## src/rtl/mem_bridge_pkg.sv

```systemverilog
// Shared types and default sizing for the mem_bridge posted-write bridge.
package mem_bridge_pkg;

  localparam int DATA_W_DEF     = 32;
  localparam int ADDR_W_DEF     = 32;
  localparam int WBUF_DEPTH_DEF = 4;

  typedef enum logic [1:0] {
    IDLE = 2'd0,
    WR   = 2'd1,
    RD   = 2'd2,
    RESP = 2'd3
  } mb_state_t;

endpackage

```

## src/rtl/mem_bridge_wbuf_fifo.sv

```systemverilog
// Synchronous FIFO of posted {address, data} writes, drained in order by mem_bridge.
module wbuf_fifo
  import mem_bridge_pkg::*;
#(
  parameter int DATA_W = DATA_W_DEF,
  parameter int ADDR_W = ADDR_W_DEF,
  parameter int DEPTH  = WBUF_DEPTH_DEF
) (
  input  logic                     clock,
  input  logic                     reset,
  input  logic                     push,
  input  logic [ADDR_W-1:0]        push_addr,
  input  logic [DATA_W-1:0]        push_data,
  input  logic                     pop,
  output logic [ADDR_W-1:0]        head_addr,
  output logic [DATA_W-1:0]        head_data,
  output logic [$clog2(DEPTH):0]   count,
  output logic                     full,
  output logic                     empty
);

  localparam int PTR_W = $clog2(DEPTH);
  localparam logic [PTR_W-1:0] PTR_ONE = PTR_W'(1);
  localparam logic [PTR_W:0]   CNT_ONE = (PTR_W + 1)'(1);
  localparam logic [PTR_W:0]   CNT_MAX = (PTR_W + 1)'(DEPTH);

  logic [ADDR_W+DATA_W-1:0] mem_q [DEPTH];
  logic [PTR_W-1:0]         wr_ptr_q, wr_ptr_d, rd_ptr_q, rd_ptr_d;
  logic [PTR_W:0]           count_q, count_d;
  logic                     push_ok, pop_ok;

  assign full      = (count_q == CNT_MAX);
  assign empty     = (count_q == '0);
  assign push_ok   = push & ~full;
  assign pop_ok    = pop & ~empty;
  assign count     = count_q;
  assign head_addr = mem_q[rd_ptr_q][ADDR_W+DATA_W-1:DATA_W];
  assign head_data = mem_q[rd_ptr_q][DATA_W-1:0];

  // Pointers wrap naturally because DEPTH is a power of two.
  always_comb begin
    wr_ptr_d = wr_ptr_q;
    rd_ptr_d = rd_ptr_q;
    count_d  = count_q;
    if (push_ok) wr_ptr_d = wr_ptr_q + PTR_ONE;
    else         wr_ptr_d = wr_ptr_q;
    if (pop_ok)  rd_ptr_d = rd_ptr_q + PTR_ONE;
    else         rd_ptr_d = rd_ptr_q;
    case ({push_ok, pop_ok})
      2'b10:   count_d = count_q + CNT_ONE;
      2'b01:   count_d = count_q - CNT_ONE;
      default: count_d = count_q;
    endcase
  end

  always_ff @(posedge clock or negedge reset) begin
    if (!reset) begin
      wr_ptr_q <= '0;
      rd_ptr_q <= '0;
      count_q  <= '0;
      for (int i = 0; i < DEPTH; i++) mem_q[i] <= '0;
    end else begin
      wr_ptr_q <= wr_ptr_d;
      rd_ptr_q <= rd_ptr_d;
      count_q  <= count_d;
      if (push_ok) mem_q[wr_ptr_q] <= {push_addr, push_data};
    end
  end

endmodule

```

## src/rtl/mem_bridge.sv

```systemverilog
// CPU-to-memory bridge: posted writes through a small buffer, reads held until it drains.
module mem_bridge
  import mem_bridge_pkg::*;
#(
  parameter int DATA_W     = DATA_W_DEF,
  parameter int ADDR_W     = ADDR_W_DEF,
  parameter int WBUF_DEPTH = WBUF_DEPTH_DEF
) (
  input  logic                          clock,
  input  logic                          reset,
  input  logic                          cpu_valid,
  input  logic                          cpu_we,
  input  logic [ADDR_W-1:0]             cpu_address,
  input  logic [DATA_W-1:0]             cpu_datao,
  output logic [DATA_W-1:0]             cpu_data,
  output logic                          cpu_ready,
  output logic                          mem_req,
  output logic                          mem_we,
  output logic [ADDR_W-1:0]             mem_address,
  output logic [DATA_W-1:0]             mem_wdata,
  input  logic [DATA_W-1:0]             mem_rdata,
  input  logic                          mem_ack,
  output logic [$clog2(WBUF_DEPTH):0]   wbuf_count
);

  mb_state_t          state_q, state_d;
  logic               mem_req_q, mem_req_d, mem_we_q, mem_we_d;
  logic [ADDR_W-1:0]  mem_addr_q, mem_addr_d;
  logic [DATA_W-1:0]  mem_wdata_q, mem_wdata_d, cpu_data_q, cpu_data_d;
  logic               push, pop, fifo_full, fifo_empty;
  logic [ADDR_W-1:0]  head_addr;
  logic [DATA_W-1:0]  head_data;

  wbuf_fifo #(.DATA_W(DATA_W), .ADDR_W(ADDR_W), .DEPTH(WBUF_DEPTH)) u_wbuf (
    .clock     (clock),
    .reset     (reset),
    .push      (push),
    .push_addr (cpu_address),
    .push_data (cpu_datao),
    .pop       (pop),
    .head_addr (head_addr),
    .head_data (head_data),
    .count     (wbuf_count),
    .full      (fifo_full),
    .empty     (fifo_empty)
  );

  // Full is judged on the registered count, so a same-cycle pop never frees a slot early.
  assign push        = cpu_valid & cpu_we & ~fifo_full;
  assign cpu_ready   = reset & (push | (state_q == RESP));
  assign cpu_data    = cpu_data_q;
  assign mem_req     = mem_req_q;
  assign mem_we      = mem_we_q;
  assign mem_address = mem_addr_q;
  assign mem_wdata   = mem_wdata_q;

  always_comb begin
    state_d     = state_q;
    mem_req_d   = mem_req_q;
    mem_we_d    = mem_we_q;
    mem_addr_d  = mem_addr_q;
    mem_wdata_d = mem_wdata_q;
    cpu_data_d  = cpu_data_q;
    pop         = 1'b0;
    case (state_q)
      IDLE: begin
        // Draining wins over a waiting read to keep program order.
        if (!fifo_empty) begin
          mem_addr_d  = head_addr;
          mem_wdata_d = head_data;
          mem_we_d    = 1'b1;
          mem_req_d   = 1'b1;
          state_d     = WR;
        end else if (cpu_valid && !cpu_we) begin
          mem_addr_d  = cpu_address;
          mem_we_d    = 1'b0;
          mem_req_d   = 1'b1;
          state_d     = RD;
        end else begin
          state_d     = IDLE;
        end
      end
      WR: begin
        if (mem_ack) begin
          pop       = 1'b1;
          mem_req_d = 1'b0;
          state_d   = IDLE;
        end else begin
          state_d   = WR;
        end
      end
      RD: begin
        if (mem_ack) begin
          cpu_data_d = mem_rdata;
          mem_req_d  = 1'b0;
          state_d    = RESP;
        end else begin
          state_d    = RD;
        end
      end
      RESP:    state_d = IDLE;
      default: begin
        state_d   = IDLE;
        mem_req_d = 1'b0;
      end
    endcase
  end

  always_ff @(posedge clock or negedge reset) begin
    if (!reset) begin
      state_q     <= IDLE;
      mem_req_q   <= 1'b0;
      mem_we_q    <= 1'b0;
      mem_addr_q  <= '0;
      mem_wdata_q <= '0;
      cpu_data_q  <= '0;
    end else begin
      state_q     <= state_d;
      mem_req_q   <= mem_req_d;
      mem_we_q    <= mem_we_d;
      mem_addr_q  <= mem_addr_d;
      mem_wdata_q <= mem_wdata_d;
      cpu_data_q  <= cpu_data_d;
    end
  end

endmodule

```

## config.mk

```make
export PLATFORM = sky130hd
export DESIGN_NAME = mem_bridge
export DESIGN_NICKNAME = d
export VERILOG_FILES = /design/src/rtl/mem_bridge_pkg.sv /design/src/rtl/mem_bridge_wbuf_fifo.sv /design/src/rtl/mem_bridge.sv
export SDC_FILE = /design/constraint.sdc
export NUM_CORES = 1
export LEC_CHECK = 0
export CORE_AREA = 3 3 176 178
export CTS_BUF_LIST = sky130_fd_sc_hd__clkbuf_8
export DETAILED_ROUTE_END_ITERATION = 6
export DIE_AREA = 0 0 179 181
export PLACE_DENSITY = 0.82
export SKIP_LAST_GASP = 1
export SLEW_MARGIN = 40
export SYNTH_ARGS = -nofsm -noshare
export SYNTH_HDL_FRONTEND = slang
export SYNTH_SLANG_ARGS = --single-unit
```

## constraint.sdc

```tcl
create_clock -name clock -period 2.98 [get_ports clock]
set_clock_uncertainty 0.1 [all_clocks]
set_input_delay 0.745 -clock clock [delete_from_list [all_inputs] [get_ports clock]]
set_output_delay 0.745 -clock clock [all_outputs]
set_load 0.02 [all_outputs]
```

### Word level (Yosys, flattened, before mapping)

Index checks and enable logic that the tools add are counted.

| storage, ports and cells | value |
|---|---|
| latch bits | 0 |
| memories kept | 0 |
| word-level logic and storage cells | 73 |
| bits in writable memories | 0 |
| output and inout port bits | 102 |
| bits in registers | 363 |
| ROM bits | 0 |
| input bits | 101 |

| operators by class | value |
|---|---|
| multiply operators | 0 |
| equal/unequal tests | 9 |
| bitwise logic cells | 10 |
| div/mod/pow operators | 0 |
| reduce and logical (&&, ||, !) cells | 12 |
| shifts and indexed selects | 0 |
| add/subtract/negate cells | 4 |
| order comparisons | 3 |
| muxes and demuxes | 22 |

Operators with widths:

| cell | count |
|---|---|
| $bwmux W256 | 1 |
| $mux W64 | 3 |
| $bmux W64 S2 | 1 |
| $demux W64 S2 | 1 |
| $mux W32 | 2 |
| $mux W1 | 9 |
| $pmux W2 S4 | 1 |
| $eq A2 B2 Y1 const B | 3 |
| $ge A3 B3 Y1 const B | 2 |
| $not A2 Y3 | 2 |
| $pmux W3 S2 | 1 |
| $reduce_and A2 Y1 | 3 |
| $and A1 B1 Y1 | 5 |
| $add A2 B1 Y2 const B | 2 |
| $eq A2 B1 Y1 const B | 2 |
| $mux W2 | 2 |
| $ne A2 B1 Y1 const B | 2 |
| $reduce_bool A2 Y1 | 2 |
| $add A3 B1 Y3 const B | 1 |
| $eq A3 B3 Y1 const B | 1 |
| $logic_not A3 Y1 | 1 |
| $lt A3 B1 Y1 const B | 1 |
| $ne A3 B3 Y1 const B | 1 |
| $reduce_and A3 Y1 | 1 |
| 8 further kinds | 10 |

### Longest topological paths before layout

Gate-level depths: netlist (run 1).

| depth | value |
|---|---|
| word-level depth | 6 |
| depth in mapped cells | 9 |
| mapped depth without buffers | 9 |

### By module

A second synthesis (run 1) with hierarchy kept.

| unflattened totals | value |
|---|---|
| cells, all modules | 925 |
| area total of the unflattened synthesis | 15969.1 µm² |

Modules (own cells, without submodules):

| module | area each (µm²) | sequential area each (µm²) | cells an instance | times used |
|---|---|---|---|---|
| wbuf_fifo | 11539.8 | 6581.3 | 654 | 1 |
| mem_bridge | 4429.2 | 2502.4 | 271 | 1 |

### Worst setup path before layout (run 1)

Ideal clock, no wire load.

| timing | value |
|---|---|
| kind | reg2reg |
| start point | reg u_wbuf.count_q[1] (netlist: u_wbuf.count[1]) |
| end point | reg u_wbuf.count_q[2] (netlist: u_wbuf.count[2]) |
| clock period less this slack | 2.238 ns |
| setup time | 0.134 ns |
| stages on the path, launching flop included | 9 |
| arrival | 2.004 ns |
| slack | 0.742 ns |
| buffers on the path | 0 |
| required time | 2.746 ns |
| path through | dfrtp_1 > or3_2 > and3_1 > ha_1 > inv_1 > fa_1 > xor2_1 > nor2_1 > xor2_1 |

| between the ends | value |
|---|---|
| elaborated cells between the ends (all ways) | 13 |
| those cells by class | 2 x add/sub; 3 x eq/ne; 1 x mux; 5 x bitwise; 2 x reduce/logical |

RTL lines:

| item | RTL line | RTL |
|---|---|---|
| from (decl) | mem_bridge_wbuf_fifo.sv:29 | `logic [PTR_W:0] count_q, count_d;` |
| from (signal assigned) | mem_bridge_wbuf_fifo.sv:65 | `count_q <= count_d;` |
| $logic_not A3 Y1 (*) | mem_bridge_wbuf_fifo.sv:33 | `assign empty = (count_q == '0);` |
| $not A1 Y1 (*) | mem_bridge_wbuf_fifo.sv:35 | `assign pop_ok = pop & ~empty;` |
| $and A1 B1 Y1 (*) | mem_bridge_wbuf_fifo.sv:35 |  |
| via u_wbuf.pop_ok | mem_bridge_wbuf_fifo.sv:30 | `logic push_ok, pop_ok;` |
| $eq A2 B1 Y1 or $eq A2 B2 Y1 (tied branches) | mem_bridge_wbuf_fifo.sv:49 | `case ({push_ok, pop_ok})` |
| $pmux W3 S2 or $reduce_bool A2 Y1 (tied branches) | n/a |  |

Mark *: on every way through the listed nets, which the timed path passes. The rest lies on a longest branch.
A chain may end at the register's enable or synchronous reset.

### Worst setup path after layout (run 1)

| timing | value |
|---|---|
| start point | in cpu_we |
| end point | out cpu_ready |

| between the ends | value |
|---|---|
| longest elaborated chain between the ends | 4 |

RTL lines:

| item | RTL line | RTL |
|---|---|---|
| from (decl) | mem_bridge.sv:12 | `input logic cpu_we,` |
| $and A1 B1 Y1 (2 in a row) | mem_bridge.sv:49 | `assign push = cpu_valid & cpu_we & ~fifo_full;` |
| $or A1 B1 Y1 | mem_bridge.sv:50 | `assign cpu_ready = reset & (push \| (state_q == RESP));` |
| $and A1 B1 Y1 | mem_bridge.sv:50 |  |
| to (decl) | mem_bridge.sv:16 | `output logic cpu_ready,` |

Every way passes these cells.

==> reports/qor.csv, run 1 <==
stage;metric;value;unit
run_status;status;finished, final reports clean;
worst_setup_path;CP required;2.13;ns
clocking;Skew-Pair Late Insertion Delay;0.59;ns
drt;DRT iter0 DRCs;536;
timing;Setup TNS Final;0;ns
die;core region area;29560;µm²
synth;post-synthesis adder-cell area fraction;0.8476;%
synth;fraction of registers with async set or reset after synthesis;100.0;%
cells_and_area;area occupied by multi-input gates;7167;µm²
synth;multiplexer share of the synthesized area;34.79;%
synth;Synth Area in Compound Gates;2.053;%
cells_and_area;FF/Latch Area;9091;µm²
clocking;Clock Pin Slew Worst Setup and Hold Paths;0.06;ns
global_route;vias in the first global route;11060;
timing;minimum clock period;2.840;ns
drt;# DRC;0;
drt;DR WL/cell;21.78;µm
drt;DR pass1 iterations;5;
die;Die X;179;µm
placed_design;gpl congestion;0.7729;
cells_and_area;Fillers;1935;
die;Starting Density;57.93;%
die;chip height;181;µm
cells_and_area;layout cells sized above 1;39.64;%
synth;Synth area leader;dfrtp_1;
global_route;initial antenna violation count;1;
placed_design;count of input and output buffers;202;
synth;synth top area cells;dfrtp_1 53%, mux2_4 21%, mux4_2 8.4%;
synth;Unique masters post-synth;34;
drt;via count;9790;
timing;relative slew slack;49.22;%
clocking;hold buffers post-CTS;0;
drt;WL final;37170;µm
synth;flop and latch count out of synthesis;363;
global_route;grt total ovfl;0;
cells_and_area;layout overhead on the synthesized area;20.43;%
pwr;post-layout power;0.02345;W
clocking;CTS sink count;363;
synth;post-synthesis average cell area;16.46;µm²
synth;sequential cell area fraction in the yosys report;53.05;%
min_path;Hold Path Class;in2async;
cells_and_area;diode count;0;
cells_and_area;Final #Nets;1382;
clocking;CTS Buffer Depth;3;
synth;largest family of logic cells by synthesized area;multiplexers;
synth;Synth Flop Type;dfrtp_1;
worst_setup_path;critical path endpoint category;output port;
synth;Synth warnings;0;
clocking;total CTS buffers;58;
drt;Antenna Nets Post-Route;0;
die;die area;32400;µm²
synth;Synth Area in XOR/XNOR;0.3069;%
synth;synthesized-area fraction occupied by and/or/nand/nor cells;3.610;%
placed_design;placed wire-length estimate;23140;µm
global_route;largest net degree at the start of global routing;168;
pwr;VDD IR-drop max;604.1;µV
global_route;first-pass GRT wire length;61250;µm
clocking;htree depth;2;
worst_setup_path;worst setup path class;in2out;
timing;Fin. Hold Viols;0;
synth;synthesized area;17120;µm²
die;Ports;203;
synth;cells after synthesis;1040;
synth;area share of the largest cell type after synthesis;53.05;%
timing;Tcrit/Tclk final;95.29;%
worst_setup_path;Critical Path Fanout Max;3;
job;MaxCap Viol Count;0;
clocking;Root Buffer;clkbuf_8;
synth;EDFF count, synth;0;
synth;Syn Nets;1152;
timing;Worst Tran Pin Value;0.7617;ns
timing;Slew Viols, Final;0;
timing;Max Clock Freq;352.2;MHz
timing;Setup-failing EPs final;0;
pwr;Power Dens Cells;1137;nW/µm²
worst_setup_path;crit path DAT;1.99;ns
drt;via/cell ratio;5.735;
timing;RSZ-0062 raised after global routing;false;
clocking;CTS tree;done;
global_route;Total GRT Usage;23.74;%
pwr;Lkg Pwr;9.110;nW
worst_setup_path;startpoint types;primary input;
die;Core Rows;63;
## cells in the mapped netlist, types with 2 or more instances
master	number
buf_1	6
buf_12	24
buf_2	11
buf_4	4
buf_6	7
clkbuf_1	23
dfrtp_1	363
ha_1	10
inv_1	43
mux2_2	81
mux2_4	240
mux4_2	64
nand2_1	37
nand3_1	33
nand4_1	33
nor2_1	2
nor3b_2	4
o2111ai_1	32
o21ai_0	4
xnor2_1	3
xor2_1	3
## stage by stage
stage	std cells	hold WS (ns)	setup WS, ns	util (%)	area, µm²
after floorplan	1040	0.3494	0.7419	-	17120
after global routing	1707	0.1561	0.1198	69.76	20620
after detailed placement	1598	0.3730	-0.2609	65.86	19470
final	1707	0.1386	0.1404	69.76	20620
after global placement	1598	0.3713	-0.2394	65.86	19470
after CTS	1706	0.1274	0.008997	69.68	20600
## area by class of cell
class | instances | share of cell area, %
flip-flops and latches | 363 | 44.09
multi-input cells | 559 | 34.76
repair buffers | 245 | 12.56
clock buffers | 71 | 4.739
well taps | 390 | 2.366
inverters | 43 | 0.7827
clock inverters | 36 | 0.7099
## metal layers
| layer | global-route usage, % | vias to the layer above | wire length [µm] |
|---|---|---|---|
| met3 | 5.107 | 73 | 2043 |
| met1 | 32.90 | 5154 | 16020 |
| met2 | 37.88 | 284 | 18170 |
| li1 | - | 4277 | - |
| met4 | 7.388 | 2 | 924 |
| met5 | 0 | - | 13 |
## worst max-delay path, stage by stage
cell,delay [ns]
clkdlybuf4s50_1,0.50
nand2_1,0.13
nor2_1,0.20
o21a_1,0.22
clkbuf_2,0.19
## sequential cells by signal (all words and copies together), names as in the netlist
signal / cells
state_q: 2
u_wbuf.rd_ptr_q: 2
u_wbuf.mem_q: 256
cpu_data: 32
mem_we: 1
mem_req: 1
u_wbuf.wr_ptr_q: 2
mem_wdata: 32
mem_address: 32
u_wbuf.count: 3
## final timing paths
kind,start,endpoint,slack (ns),cells past startpoint
setup reg to reg,u_wbuf.count[1],u_wbuf.count[2],0.62,9
hold / removal,reset,u_wbuf.mem_q[233],0.14,2
min in group clock,mem_we,mem_we,0.39,1
hold reg to reg,mem_we,mem_we,0.39,1
setup / recovery,cpu_we,cpu_ready,0.14,5
max in group asynchronous,reset,cpu_data[15],1.41,4
## cells by family (layout without fill, tap and decap cells)
family | after synthesis | count (layout)
buffers and inverters | 118 | 395
muxes | 385 | 385
DFF | 363 | 363
and+or+nand+nor | 115 | 115
adders and majority gates | 11 | 11
xor gates and xnor gates | 6 | 6
AOI/OAI and AO/OA | 42 | 42
## timing repair
action / in CTS / in global routing
setup endpoints to repair: 1 / 1
resized for setup: 1 / 2
pin swaps: 1 / 0
setup buffers: 1 / 0
## cells in the final DEF (no fill, tap or decap), types with 2 or more instances in the layout
master / count
buf_4: 24
nor2_1: 2
o21ai_0: 4
dfrtp_4: 2
dfrtp_1: 361
clkinv_2: 9
nand4_1: 33
nand3_1: 33
buf_12: 18
ha_1: 9
nor3b_4: 5
inv_1: 70
o2111ai_1: 32
xnor2_1: 3
mux2_2: 81
mux4_2: 64
nand2_1: 37
clkdlybuf4s50_1: 200
clkbuf_8: 71
mux2_4: 240
xor2_1: 3
## power by group
group	switching [W]	internal [W]
sequential	0.00167	0.00742
combinational	0.00399	0.00630
clock	0.00193	0.00214
total	0.00759	0.0159
Note: power is estimated with default switching activity, not from simulation.
==> run 2, diff against run 1 <==
- CELL_PAD_IN_SITES_DETAIL_PLACEMENT: not set -> 1
- CELL_PAD_IN_SITES_GLOBAL_PLACEMENT: not set -> 1
- CORE_AREA: 3 3 176 178 -> 3 3 191 193
- CTS_CLUSTER_SIZE: not set -> 40
- DIE_AREA: 0 0 179 181 -> 0 0 194 196
- PLACE_DENSITY: 0.82 -> not set
- PLACE_DENSITY_LB_ADDON: not set -> 0.1
==> reports/qor.csv, run 2 (synthesis gave the netlist of run 1 again) <==
stage;metric;value;unit;change
clocking;total CTS buffers;61;;+5.2%
timing;Setup TNS Final;0;ns;unchanged
clocking;CTS tree;done;;
drt;via count;9887;;+0.99%
drt;DR WL/cell;22.96;µm;+5.4%
die;Ports;203;;unchanged
worst_setup_path;Worst R2R Setup Slack;0.69;ns;+0.07 ns
clocking;CTS Buffer Depth;3;;unchanged
pwr;Clk network pwr share;19.8;%;+2.4 points
worst_setup_path;critical path endpoint category;output port;;
min_path;hold_sp;mem_we;;
min_path;Hold Path Class;reg2reg;;
cells_and_area;Fillers;3216;;+66%
min_path;WHS Endpoint;mem_we;;
global_route;largest net degree at the start of global routing;146;;-13%
global_route;vias in the first global route;11450;;+3.5%
worst_setup_path;Critical Path Fanout Max;7;;+4
die;Core Rows;68;;+7.9%
pwr;VDD IR-drop max;572.2;µV;-5.3%
worst_setup_path;startpoint of the worst-slack reg-to-reg timing path;u_wbuf.count[1];;
die;Starting Density;49.33;%;-8.6 points
timing;Fin. Hold Viols;0;;unchanged
cells_and_area;most frequent cells in the layout;358 x dfrtp_1, 240 x mux2_4, 200 x clkdlybuf4s50_1;;
pwr;Reg power frac;37.6;%;-1.2 points
die;core region area;34710;µm²;+17%
clocking;CTS sink count;363;;unchanged
timing;Worst Tran Pin Value;0.8087;ns;+0.04699 ns
clocking;Clock Pin Slew Worst Setup and Hold Paths;0.06;ns;about the same
worst_setup_path;worst reg2reg path depth;8;;-1
run_status;status;finished, final reports clean;;
cells_and_area;layout cells sized above 1;41.33;%;+1.7 points
worst_setup_path;CP required;2.13;ns;about the same
min_path;hold path cells;1;;
cells_and_area;commonest non-fill, non-tap cell in the layout;dfrtp_1;;
clocking;Skew-Pair Late Insertion Delay;0.63;ns;+0.04 ns
placed_design;placed wire-length estimate;25120;µm;+8.6%
timing;Tcrit/Tclk final;94.51;%;-0.78 points
cells_and_area;area occupied by multi-input gates;7167;µm²;unchanged
pwr;post-layout power;0.02423;W;+3.3%
pwr;Net Sw Frac;32.21;%;-0.14 points
global_route;Total GRT Usage;21.85;%;-1.9 points
timing;setup slack after layout;0.1637;ns;+0.02326 ns
timing;Slew Viols, Final;0;;unchanged
timing;Max Clock Freq;355.1;MHz;+0.83%
global_route;first-pass GRT wire length;66480;µm;+8.5%
cells_and_area;FF/Latch Area;9095;µm²;about the same
die;chip height;196;µm;+8.3%
placed_design;Place WS;-0.08642;ns;+0.1745 ns
pwr;power share of the combinational group;42.6;%;-1.3 points
clocking;htree depth;2;;unchanged
cells_and_area;Reg with most FFs;u_wbuf.mem_q;;
die;die area;38020;µm²;+17%
placed_design;count of input and output buffers;202;;unchanged
job;MaxCap Viol Count;0;;unchanged
drt;WL final;40890;µm;+10%
placed_design;gpl congestion;0.7376;;-4.6%
global_route;grt total ovfl;0;;unchanged
cells_and_area;max reg flops;256;;unchanged
die;Die X;194;µm;+8.4%
pwr;Psw;0.007804;W;+2.9%
global_route;initial antenna violation count;1;;unchanged
worst_setup_path;Worst R2R End;u_wbuf.count[2];;
timing;RSZ-0062 raised after global routing;false;;
drt;via/cell ratio;5.551;;-3.2%
cells_and_area;layout overhead on the synthesized area;22.65;%;
timing;relative slew slack;46.08;%;-3.1 points
drt;DRT iter0 DRCs;374;;-30%
cells_and_area;Final #Nets;1385;;+0.22%
clocking;Root Buffer;clkbuf_8;;
drt;DR pass1 iterations;4;;-1
drt;# DRC;0;;unchanged
worst_setup_path;startpoint types;register;;
pwr;Internal;0.01642;W;+3.5%
worst_setup_path;worst setup path class;reg2out;;
worst_setup_path;crit path DAT;1.97;ns;-0.02 ns
worst_setup_path;Critical Path Source;u_wbuf.count[0];;
pwr;Power Dens Cells;1153;nW/µm²;+1.4%
timing;minimum clock period;2.816;ns;-0.02326 ns
pwr;Lkg Pwr;9.203;nW;+1.0%
clocking;post-CTS setup buffers;0;;-1
cells_and_area;diode count;0;;unchanged
drt;Antenna Nets Post-Route;0;;unchanged
timing;Setup-failing EPs final;0;;unchanged
-- run 2: cell types whose count changed in the layout (fill, tap and decap cells not counted), moves of 2 or more --
| cell | previous run | this run |
|---|---|---|
| dfrtp_1 | 361 | 358 |
| inv_1 | 70 | 54 |
| dfrtp_2 | 0 | 3 |
| bufinv_16 | 0 | 2 |
| clkbuf_8 | 71 | 85 |
| clkinv_2 | 9 | 17 |
| buf_4 | 24 | 19 |
| buf_12 | 18 | 20 |
-- run 2: through the flow --
stage          instance area [µm²]  util (%)  instances  hold WS (ns)
2_1_floorplan                17120         -       1040        0.3494
3_3_place_gp                 19570     56.37       1662        0.3626
3_5_place_dp                 19590     56.44       1663        0.3769
4_1_cts                      20960     60.38       1779       0.02810
5_1_grt                      21000     60.50       1781        0.4206
6_report                     21000     60.50       1781        0.3921
-- run 2: final cells by class --
type | count | area share (%)
Sequential cell | 363 | 43.31
Clock inverter | 31 | 0.9234
Multi-Input combinational cell | 559 | 34.13
Inverter | 43 | 0.7685
Timing Repair Buffer | 245 | 12.59
Tap cell | 455 | 2.711
Clock buffer | 85 | 5.570
-- run 2: worst max path at each step --
stage	slack, ns	end	depth (start not counted)
after floorplan	0.74	u_wbuf.count[2]	8
after global placement	-0.07	cpu_ready	5
after detailed placement	-0.09	cpu_ready	5
after CTS	0.08	cpu_ready	4
after global routing	0.05	cpu_ready	4
final	0.16	cpu_ready	4
-- run 2: power groups by stage --
stage	Clock (W)	Combinational, W	Sequential (W)
final	0.00481	0.0103	0.00910
after global routing	0.00522	0.0111	0.00944
after CTS	0.00497	0.0104	0.00910
after detailed placement	0	0.0104	0.00911
after global placement	0	0.0101	0.00903
after floorplan	0	0.00697	0.00922
-- run 2: routing by layer --
| metal | GRT usage (%) | wire (µm) | vias to the layer above |
|---|---|---|---|
| met1 | 29.96 | 18460 | 5309 |
| li1 | - | - | 4291 |
| met2 | 35.28 | 19530 | 226 |
| met3 | 5.753 | 2241 | 59 |
| met5 | 0 | 13 | - |
| met4 | 5.080 | 640 | 2 |
-- run 2: what timing repair did --
action,4_1_cts,5_1_grt
endpoints found under the setup margin,1,0
resized for setup,4,0
hold buffers,0,1
endpoints found under the hold margin,0,3
-- run 2: worst max-delay path, stage by stage (launching register included) --
cell and delay [ns]:
dfrtp_2 0.48, nor3b_4 0.29, nor2_1 0.09, o21a_1 0.17, dlygate4sd2_1 0.31
